[src/rtl/pid_core_mc.sv]
// Multi-channel PID core: per-channel coefficients loaded from EEPROM, one shared multiplier, round-robin service.
// Build option PID_ANTIWINDUP_EN: integrator update is committed only when the output does not clip further.
module pid_core_mc #(
    parameter int NCH  = 2,
    parameter int DW   = 14,
    parameter int CW   = 8,
    parameter int FRAC = 4,
    parameter int IW   = 18,
    parameter int CHW  = (NCH > 1) ? $clog2(NCH) : 1
) (
    input  logic              clk,
    input  logic              rst,
    input  logic [NCH-1:0]    meas_vld,
    input  logic [NCH*DW-1:0] meas,
    input  logic              cfg_wr,
    input  logic              cfg_clr,
    input  logic [CHW-1:0]    cfg_ch,
    input  logic [DW-1:0]     cfg_data,
    output logic              eep_req,
    output logic [CHW+1:0]    eep_addr,
    input  logic              eep_ack,
    input  logic [CW-1:0]     eep_rd_data,
    output logic [DW-1:0]     duty,
    output logic [CHW-1:0]    duty_ch,
    output logic              duty_vld,
    output logic              busy
);
    localparam int AW = CW + IW + 3;
    localparam int PW = CW + IW + 1;

    typedef enum logic [2:0] {S_INIT, S_IDLE, S_ERR, S_MP, S_MI, S_MD, S_OUT} state_t;
    state_t state_reg, state_next;

    logic signed [DW-1:0] setpt_reg    [NCH];
    logic signed [DW-1:0] prev_err_reg [NCH];
    logic signed [DW-1:0] sample_reg   [NCH];
    logic signed [IW-1:0] integ_reg    [NCH];
    logic signed [DW-1:0] meas_slice   [NCH];
    logic [CW-1:0]        coef_reg     [NCH][3];

    logic [NCH-1:0]       pend_reg, grant_clr;
    logic [CHW-1:0]       rr_reg, grant_reg, grant_next;
    logic                 grant_found;
    logic [CHW-1:0]       rd_ch_reg;
    logic [1:0]           rd_k_reg;
    logic                 eep_req_reg, init_last;
    logic signed [DW-1:0] err_reg, diff_reg, duty_reg;
    logic signed [IW-1:0] sum_stage_reg;
    logic signed [AW-1:0] acc_reg, acc_sum, acc_sh;
    logic [CHW-1:0]       duty_ch_reg;
    logic                 duty_vld_reg;

    logic signed [DW:0]   err_full, diff_full;
    logic signed [IW:0]   sum_full;
    logic signed [DW-1:0] err_sat, diff_sat, duty_sat;
    logic signed [IW-1:0] sum_sat;
    logic [CW-1:0]        mul_k;
    logic signed [IW-1:0] mul_op;
    logic signed [PW-1:0] prod;
    logic                 clip_hi, clip_lo;

    genvar gi;
    generate
        for (gi = 0; gi < NCH; gi++) begin : g_slice
            assign meas_slice[gi] = meas[gi*DW +: DW];
        end
    endgenerate

    function automatic logic signed [DW-1:0] sat_dw(input logic signed [DW:0] v);
        if (v[DW] != v[DW-1])
            return v[DW] ? {1'b1, {(DW-1){1'b0}}} : {1'b0, {(DW-1){1'b1}}};
        return v[DW-1:0];
    endfunction

    function automatic logic signed [IW-1:0] sat_iw(input logic signed [IW:0] v);
        if (v[IW] != v[IW-1])
            return v[IW] ? {1'b1, {(IW-1){1'b0}}} : {1'b0, {(IW-1){1'b1}}};
        return v[IW-1:0];
    endfunction

    // First pending channel at or after rr; descending scan lets the smallest offset win.
    always_comb begin
        grant_found = 1'b0;
        grant_next  = rr_reg;
        for (int k = NCH - 1; k >= 0; k--) begin
            if (pend_reg[(int'(rr_reg) + k) % NCH]) begin
                grant_found = 1'b1;
                grant_next  = CHW'((int'(rr_reg) + k) % NCH);
            end
        end
    end

    assign grant_clr = (state_reg == S_IDLE && grant_found) ? (NCH'(1) << grant_next) : '0;

    always_comb begin
        err_full  = (DW+1)'(setpt_reg[grant_reg]) - (DW+1)'(sample_reg[grant_reg]);
        err_sat   = sat_dw(err_full);
        sum_full  = (IW+1)'(integ_reg[grant_reg]) + (IW+1)'(err_sat);
        sum_sat   = sat_iw(sum_full);
        diff_full = (DW+1)'(err_sat) - (DW+1)'(prev_err_reg[grant_reg]);
        diff_sat  = sat_dw(diff_full);
    end

    // Shared multiplier: coefficient is zero-extended, operand is signed.
    always_comb begin
        mul_k  = '0;
        mul_op = '0;
        case (state_reg)
            S_MP: begin mul_k = coef_reg[grant_reg][0]; mul_op = IW'(err_reg);  end
            S_MI: begin mul_k = coef_reg[grant_reg][1]; mul_op = sum_stage_reg; end
            S_MD: begin mul_k = coef_reg[grant_reg][2]; mul_op = IW'(diff_reg); end
            default: ;
        endcase
    end

    assign prod    = $signed({1'b0, mul_k}) * mul_op;
    assign acc_sum = acc_reg + AW'(prod);
    assign acc_sh  = acc_reg >>> FRAC;
    assign clip_hi = !acc_sh[AW-1] && (|acc_sh[AW-2:DW-1]);
    assign clip_lo = acc_sh[AW-1] && !(&acc_sh[AW-2:DW-1]);
    assign duty_sat = clip_hi ? {1'b0, {(DW-1){1'b1}}} :
                      clip_lo ? {1'b1, {(DW-1){1'b0}}} : acc_sh[DW-1:0];

`ifdef PID_ANTIWINDUP_EN
    logic commit;
    assign commit = !(clip_hi || clip_lo) || (clip_hi && err_reg[DW-1]) ||
                    (clip_lo && !err_reg[DW-1] && err_reg != '0);
`endif

    assign init_last = (rd_ch_reg == CHW'(NCH - 1)) && (rd_k_reg == 2'd2);

    always_comb begin
        state_next = state_reg;
        case (state_reg)
            S_INIT:  if (eep_req_reg && eep_ack && init_last) state_next = S_IDLE;
            S_IDLE:  if (grant_found) state_next = S_ERR;
            S_ERR:   state_next = S_MP;
            S_MP:    state_next = S_MI;
            S_MI:    state_next = S_MD;
            S_MD:    state_next = S_OUT;
            S_OUT:   state_next = S_IDLE;
            default: state_next = S_INIT;
        endcase
    end

    always_ff @(posedge clk) begin
        if (rst) state_reg <= S_INIT;
        else     state_reg <= state_next;
    end

    always_ff @(posedge clk) begin
        if (rst) begin
            pend_reg      <= '0;
            rr_reg        <= '0;
            grant_reg     <= '0;
            rd_ch_reg     <= '0;
            rd_k_reg      <= '0;
            eep_req_reg   <= 1'b0;
            err_reg       <= '0;
            diff_reg      <= '0;
            sum_stage_reg <= '0;
            acc_reg       <= '0;
            duty_reg      <= '0;
            duty_ch_reg   <= '0;
            duty_vld_reg  <= 1'b0;
            for (int i = 0; i < NCH; i++) begin
                setpt_reg[i]    <= '0;
                prev_err_reg[i] <= '0;
                sample_reg[i]   <= '0;
                integ_reg[i]    <= '0;
                for (int k = 0; k < 3; k++) coef_reg[i][k] <= '0;
            end
        end else begin
            duty_vld_reg <= 1'b0;
            for (int i = 0; i < NCH; i++)
                if (meas_vld[i]) sample_reg[i] <= meas_slice[i];
            // A strobe on the grant edge keeps the channel pending.
            pend_reg <= (pend_reg & ~grant_clr) | meas_vld;

            case (state_reg)
                S_INIT: begin
                    if (!eep_req_reg) begin
                        eep_req_reg <= 1'b1;
                    end else if (eep_ack) begin
                        coef_reg[rd_ch_reg][rd_k_reg] <= eep_rd_data;
                        eep_req_reg <= 1'b0;
                        if (rd_k_reg == 2'd2) begin
                            rd_k_reg  <= '0;
                            rd_ch_reg <= init_last ? '0 : rd_ch_reg + CHW'(1);
                        end else begin
                            rd_k_reg <= rd_k_reg + 2'd1;
                        end
                    end
                end
                S_IDLE: begin
                    if (grant_found) begin
                        grant_reg <= grant_next;
                        rr_reg    <= (grant_next == CHW'(NCH - 1)) ? '0 : grant_next + CHW'(1);
                    end
                end
                S_ERR: begin
                    err_reg                 <= err_sat;
                    diff_reg                <= diff_sat;
                    sum_stage_reg           <= sum_sat;
                    prev_err_reg[grant_reg] <= err_sat;
                    acc_reg                 <= '0;
`ifndef PID_ANTIWINDUP_EN
                    integ_reg[grant_reg]    <= sum_sat;
`endif
                end
                S_MP, S_MI, S_MD: acc_reg <= acc_sum;
                S_OUT: begin
                    duty_reg     <= duty_sat;
                    duty_ch_reg  <= grant_reg;
                    duty_vld_reg <= 1'b1;
`ifdef PID_ANTIWINDUP_EN
                    if (commit) integ_reg[grant_reg] <= sum_stage_reg;
`endif
                end
                default: ;
            endcase

            // Placed last so a clear overrides any integrator/prev_err update on the same edge.
            if (cfg_wr && state_reg != S_INIT) begin
                setpt_reg[cfg_ch] <= cfg_data;
                if (cfg_clr) begin
                    integ_reg[cfg_ch]    <= '0;
                    prev_err_reg[cfg_ch] <= '0;
                end
            end
        end
    end

    assign eep_req  = eep_req_reg;
    assign eep_addr = {rd_ch_reg, rd_k_reg};
    assign duty     = duty_reg;
    assign duty_ch  = duty_ch_reg;
    assign duty_vld = duty_vld_reg;
    assign busy     = (state_reg != S_IDLE);
endmodule

[config.mk]
export PLATFORM = sky130hd
export DESIGN_NAME = pid_core_mc
export DESIGN_NICKNAME = d
export VERILOG_FILES = /design/src/rtl/pid_core_mc.sv
export SDC_FILE = /design/constraint.sdc
export NUM_CORES = 1
export LEC_CHECK = 0
export CORE_ASPECT_RATIO = 0.75
export CORE_UTILIZATION = 60
export CTS_CLUSTER_SIZE = 12
export DETAILED_ROUTE_END_ITERATION = 8
export HOLD_SLACK_MARGIN = 0.05
export PLACE_DENSITY_LB_ADDON = 0.05
export SLEW_MARGIN = 20
export SYNTH_ARGS = -nofsm -noshare
export SYNTH_HDL_FRONTEND = slang
export SYNTH_SLANG_ARGS = --single-unit
[constraint.sdc]
create_clock -name clk -period 11 [get_ports clk]
set_clock_uncertainty 0.15 [all_clocks]
set_input_delay 1.1 -clock clk [delete_from_list [all_inputs] [get_ports clk]]
set_output_delay 1.1 -clock clk [all_outputs]
set_load 0.005 [all_outputs]
==> out/results.tsv <==
stage	metric	value	unit
critical_path	path_common_cell	ha_1	
floorplanning	initial_core_util	61.8	%
logic_synthesis	postSynthNetCount	2420	
cells_and_area	drive_above_1_share	6.14	%
critical_path	worstPathArrival	9.34	ns
routing	drt-initial-drc-count	1292	
clock_network	cts_hold_buf	0	
sta	setup_viol	0	
global_route	overflow	0	
critical_path	cp_top_family	compound AO/OA/AOI/OAI gates	
place	port_buffers	78	
min_path	min_path_type	reg -> reg	
global_route	grt.total_usage	30.2	%
logic_synthesis	synthCells	2105	
logic_synthesis	synth_edf_count	104	
run	cap_violations	0	
cells_and_area	final-seq-area	6470	um^2
floorplanning	core_area	31600	um^2
sta	fin_crit_sh	82.1	%
critical_path	endpoint_kind	flip-flop	
routing	dr_total_vias	15400	
logic_synthesis	synth_xor_area_share	2.42	%
critical_path	cp_max_fo	46	
critical_path	rr_worst_depth	28	
clock_network	root_buffer	clkbuf_16	
critical_path	crit_path_max_incr_delay	0.78	ns
cells_and_area	multiInputGateArea	11900	um^2
global_route	grt_max_degree	73	
cells_and_area	fillerInstances	2527	
routing	ant_nets	0	
logic_synthesis	synth.distinct_cells	76	
place	gp_congestion	0.962	
clock_network	clock_latency	0.57	ns
cells_and_area	final_common_cell	inv_1	
routing	drt_first_pass_iters	6	
logic_synthesis	synth_simple_gate_area_share	15.2	%
sta	rsz0062_at_grt	no	
run_status	status	completed	
place	place_ws	1.94	ns
routing	via_per_inst	5.92	
critical_path	crit_required	11.31	ns
cells_and_area	num_antenna_cells	0	
routing	wl_per_cell	18.8	um
sta	whs	0.299	ns
clock_network	cts_setup_buffers	0	
logic_synthesis	synth_ff_type	dfxtp_1	
clock_network	cts.sinks	271	
floorplanning	rows	56	
cells_and_area	area_growth_syn_to_layout	10.6	%
logic_synthesis	ys_async_sr_fraction	0	%
clock_network	cts_max_level	1	
floorplanning	io_pins	79	
power	p_leak	0.00898	uW
logic_synthesis	ys_warn_count	0	
sta	finalHoldViolations	0	
clock_network	cts_buffers	28	
critical_path	crit_path_top_delay_cell	nor2_2	
sta	period_needed	9.03	ns
logic_synthesis	yosys-mux-area-fraction	4.94	%
logic_synthesis	synth_top_family_by_area	adder cells	
cells_and_area	largest_register_ffs	48	
floorplanning	fp.dieH	158	um
sta	relSlewSlack	33.6	%
min_path	hold_depth	2	
clock_network	clk_pin_slew	0.06	ns
cells_and_area	final_cell_mix	222 x inv_1, 211 x nor2_1, 174 x nand2_1, 165 x dfxtp_1, 144 x fa_1	
logic_synthesis	ys_seq_area_share	33.1	%
sta	tightestPinTransition	0.985	ns
global_route	grt_pass1_wl	78500	um
cells_and_area	nNetsFinal	2461	
critical_path	crit_buf_inv	1	
power	ir_drop	0.127	mV
routing	route.detailed.drc	0	
critical_path	critical_path_class	reg -> reg	
global_route	grt_pass1_vias	14800	
critical_path	worst_setup_path_start_kind	flip-flop	
clock_network	cts_buffer_depth	3	
logic_synthesis	syn_area	19500	um^2
sta	final.setup.tns	0	ns
global_route	antenna_found_initial	0	
place	place_hpwl	36700	um
power	p_per_area	133	nW/um^2
power	fin_total_pwr	2860	uW
logic_synthesis	synth_adder_area_share	22.1	%
critical_path	cp.depth	28	
routing	wl	48800	um
sta	slew_viol_final	0	
logic_synthesis	avgSynthCellArea	9.27	um^2
floorplanning	die_area	33300	um^2
clock_network	cts_resized	0	
sta	fin_ws	1.97	ns
floorplanning	die_x	210	um
logic_synthesis	ys_seq_elements	271	
sta	max_freq	0.111	GHz
clock_network	cts_tree	yes	
logic_synthesis	synth-compound-area-share	16.2	%
-- synth_stat cells, drive strengths merged, types with 19 or more instances --
cell | count | share of area, %
nand3 | 20 | 0.51
a211oi | 45 | 1.8
o21a | 43 | 1.7
clkbuf | 66 | 1.3
and2 | 93 | 3.0
inv | 222 | 4.3
mux2 | 35 | 2.0
xor2 | 23 | 1.0
edfxtp | 104 | 16
ha | 113 | 7.2
a22o | 19 | 0.85
a21o | 31 | 1.2
nor2 | 215 | 4.1
a21oi | 120 | 3.1
buf | 22 | 0.55
nand2 | 174 | 3.3
nor2b | 25 | 0.80
nand2b | 28 | 0.90
mux2i | 57 | 2.9
xnor2 | 31 | 1.4
fa | 144 | 15
dfxtp | 167 | 17
o21ai | 142 | 3.7
-- area by class of cell --
type / count / area share, %
clock inverter: 3 / 0.295
timing repair buffer: 99 / 4.33
sequential: 271 / 30.0
inverter: 224 / 3.89
tap: 435 / 2.52
clock buffer: 47 / 3.86
multi-input combinational: 1522 / 55.1
-- per-layer routing --
layer / track usage (%) / vias to the layer above / wire length (um)
met5: 0 / - / 0
met2: 46.5 / 555 / 21100
met4: 7.75 / 0 / 1270
li1: - / 7239 / -
met1: 44.3 / 7519 / 22600
met3: 4.76 / 78 / 3830
-- power breakdown --
group	switching [uW]	internal, uW
Combinational	559	278
Clock	398	557
Sequential	8.24	1060
-- path summary, 6_finish.rpt --
path,endpoint,startpoint,slack (ns)
worst max-delay path,sum_stage_reg[16]$_SDFFE_PP0N_,flip-flop,1.97
worst min-delay path,duty[4]$_SDFFE_PP0P_,duty[4]$_SDFFE_PP0P_,0.30
worst max register to register,sum_stage_reg[16]$_SDFFE_PP0N_,flip-flop,1.97
worst min register to register,duty[4]$_SDFFE_PP0P_,duty[4]$_SDFFE_PP0P_,0.30
-- tightest hold or removal path: stages (launching register included) --
cell and delay, ns:
dfxtp_1 0.30, nand2_1 0.05, a21oi_1 0.05
-- per-stage QoR --
stage	cells	cell area [um^2]	util [%]
3_5_place_dp	2551	20700	65.5
4_1_cts	2601	21600	68.3
5_1_grt	2601	21600	68.3
2_1_floorplan	2105	19500	-
6_report	2601	21600	68.3
3_3_place_gp	2551	20700	65.5
-- cell families (layout without fill, tap and decap cells) --
group                    count (synthesis)  after routing
flip-flops                             271            271
AO/OA/AOI/OAI                          489            489
buffers and inverters                  312            373
multiplexers                            92             92
adder cells (fa/ha/maj)                258            258
XOR/XNOR                                54             54
AND/OR/NAND/NOR                        629            629
(Power assumes the default switching activity.)
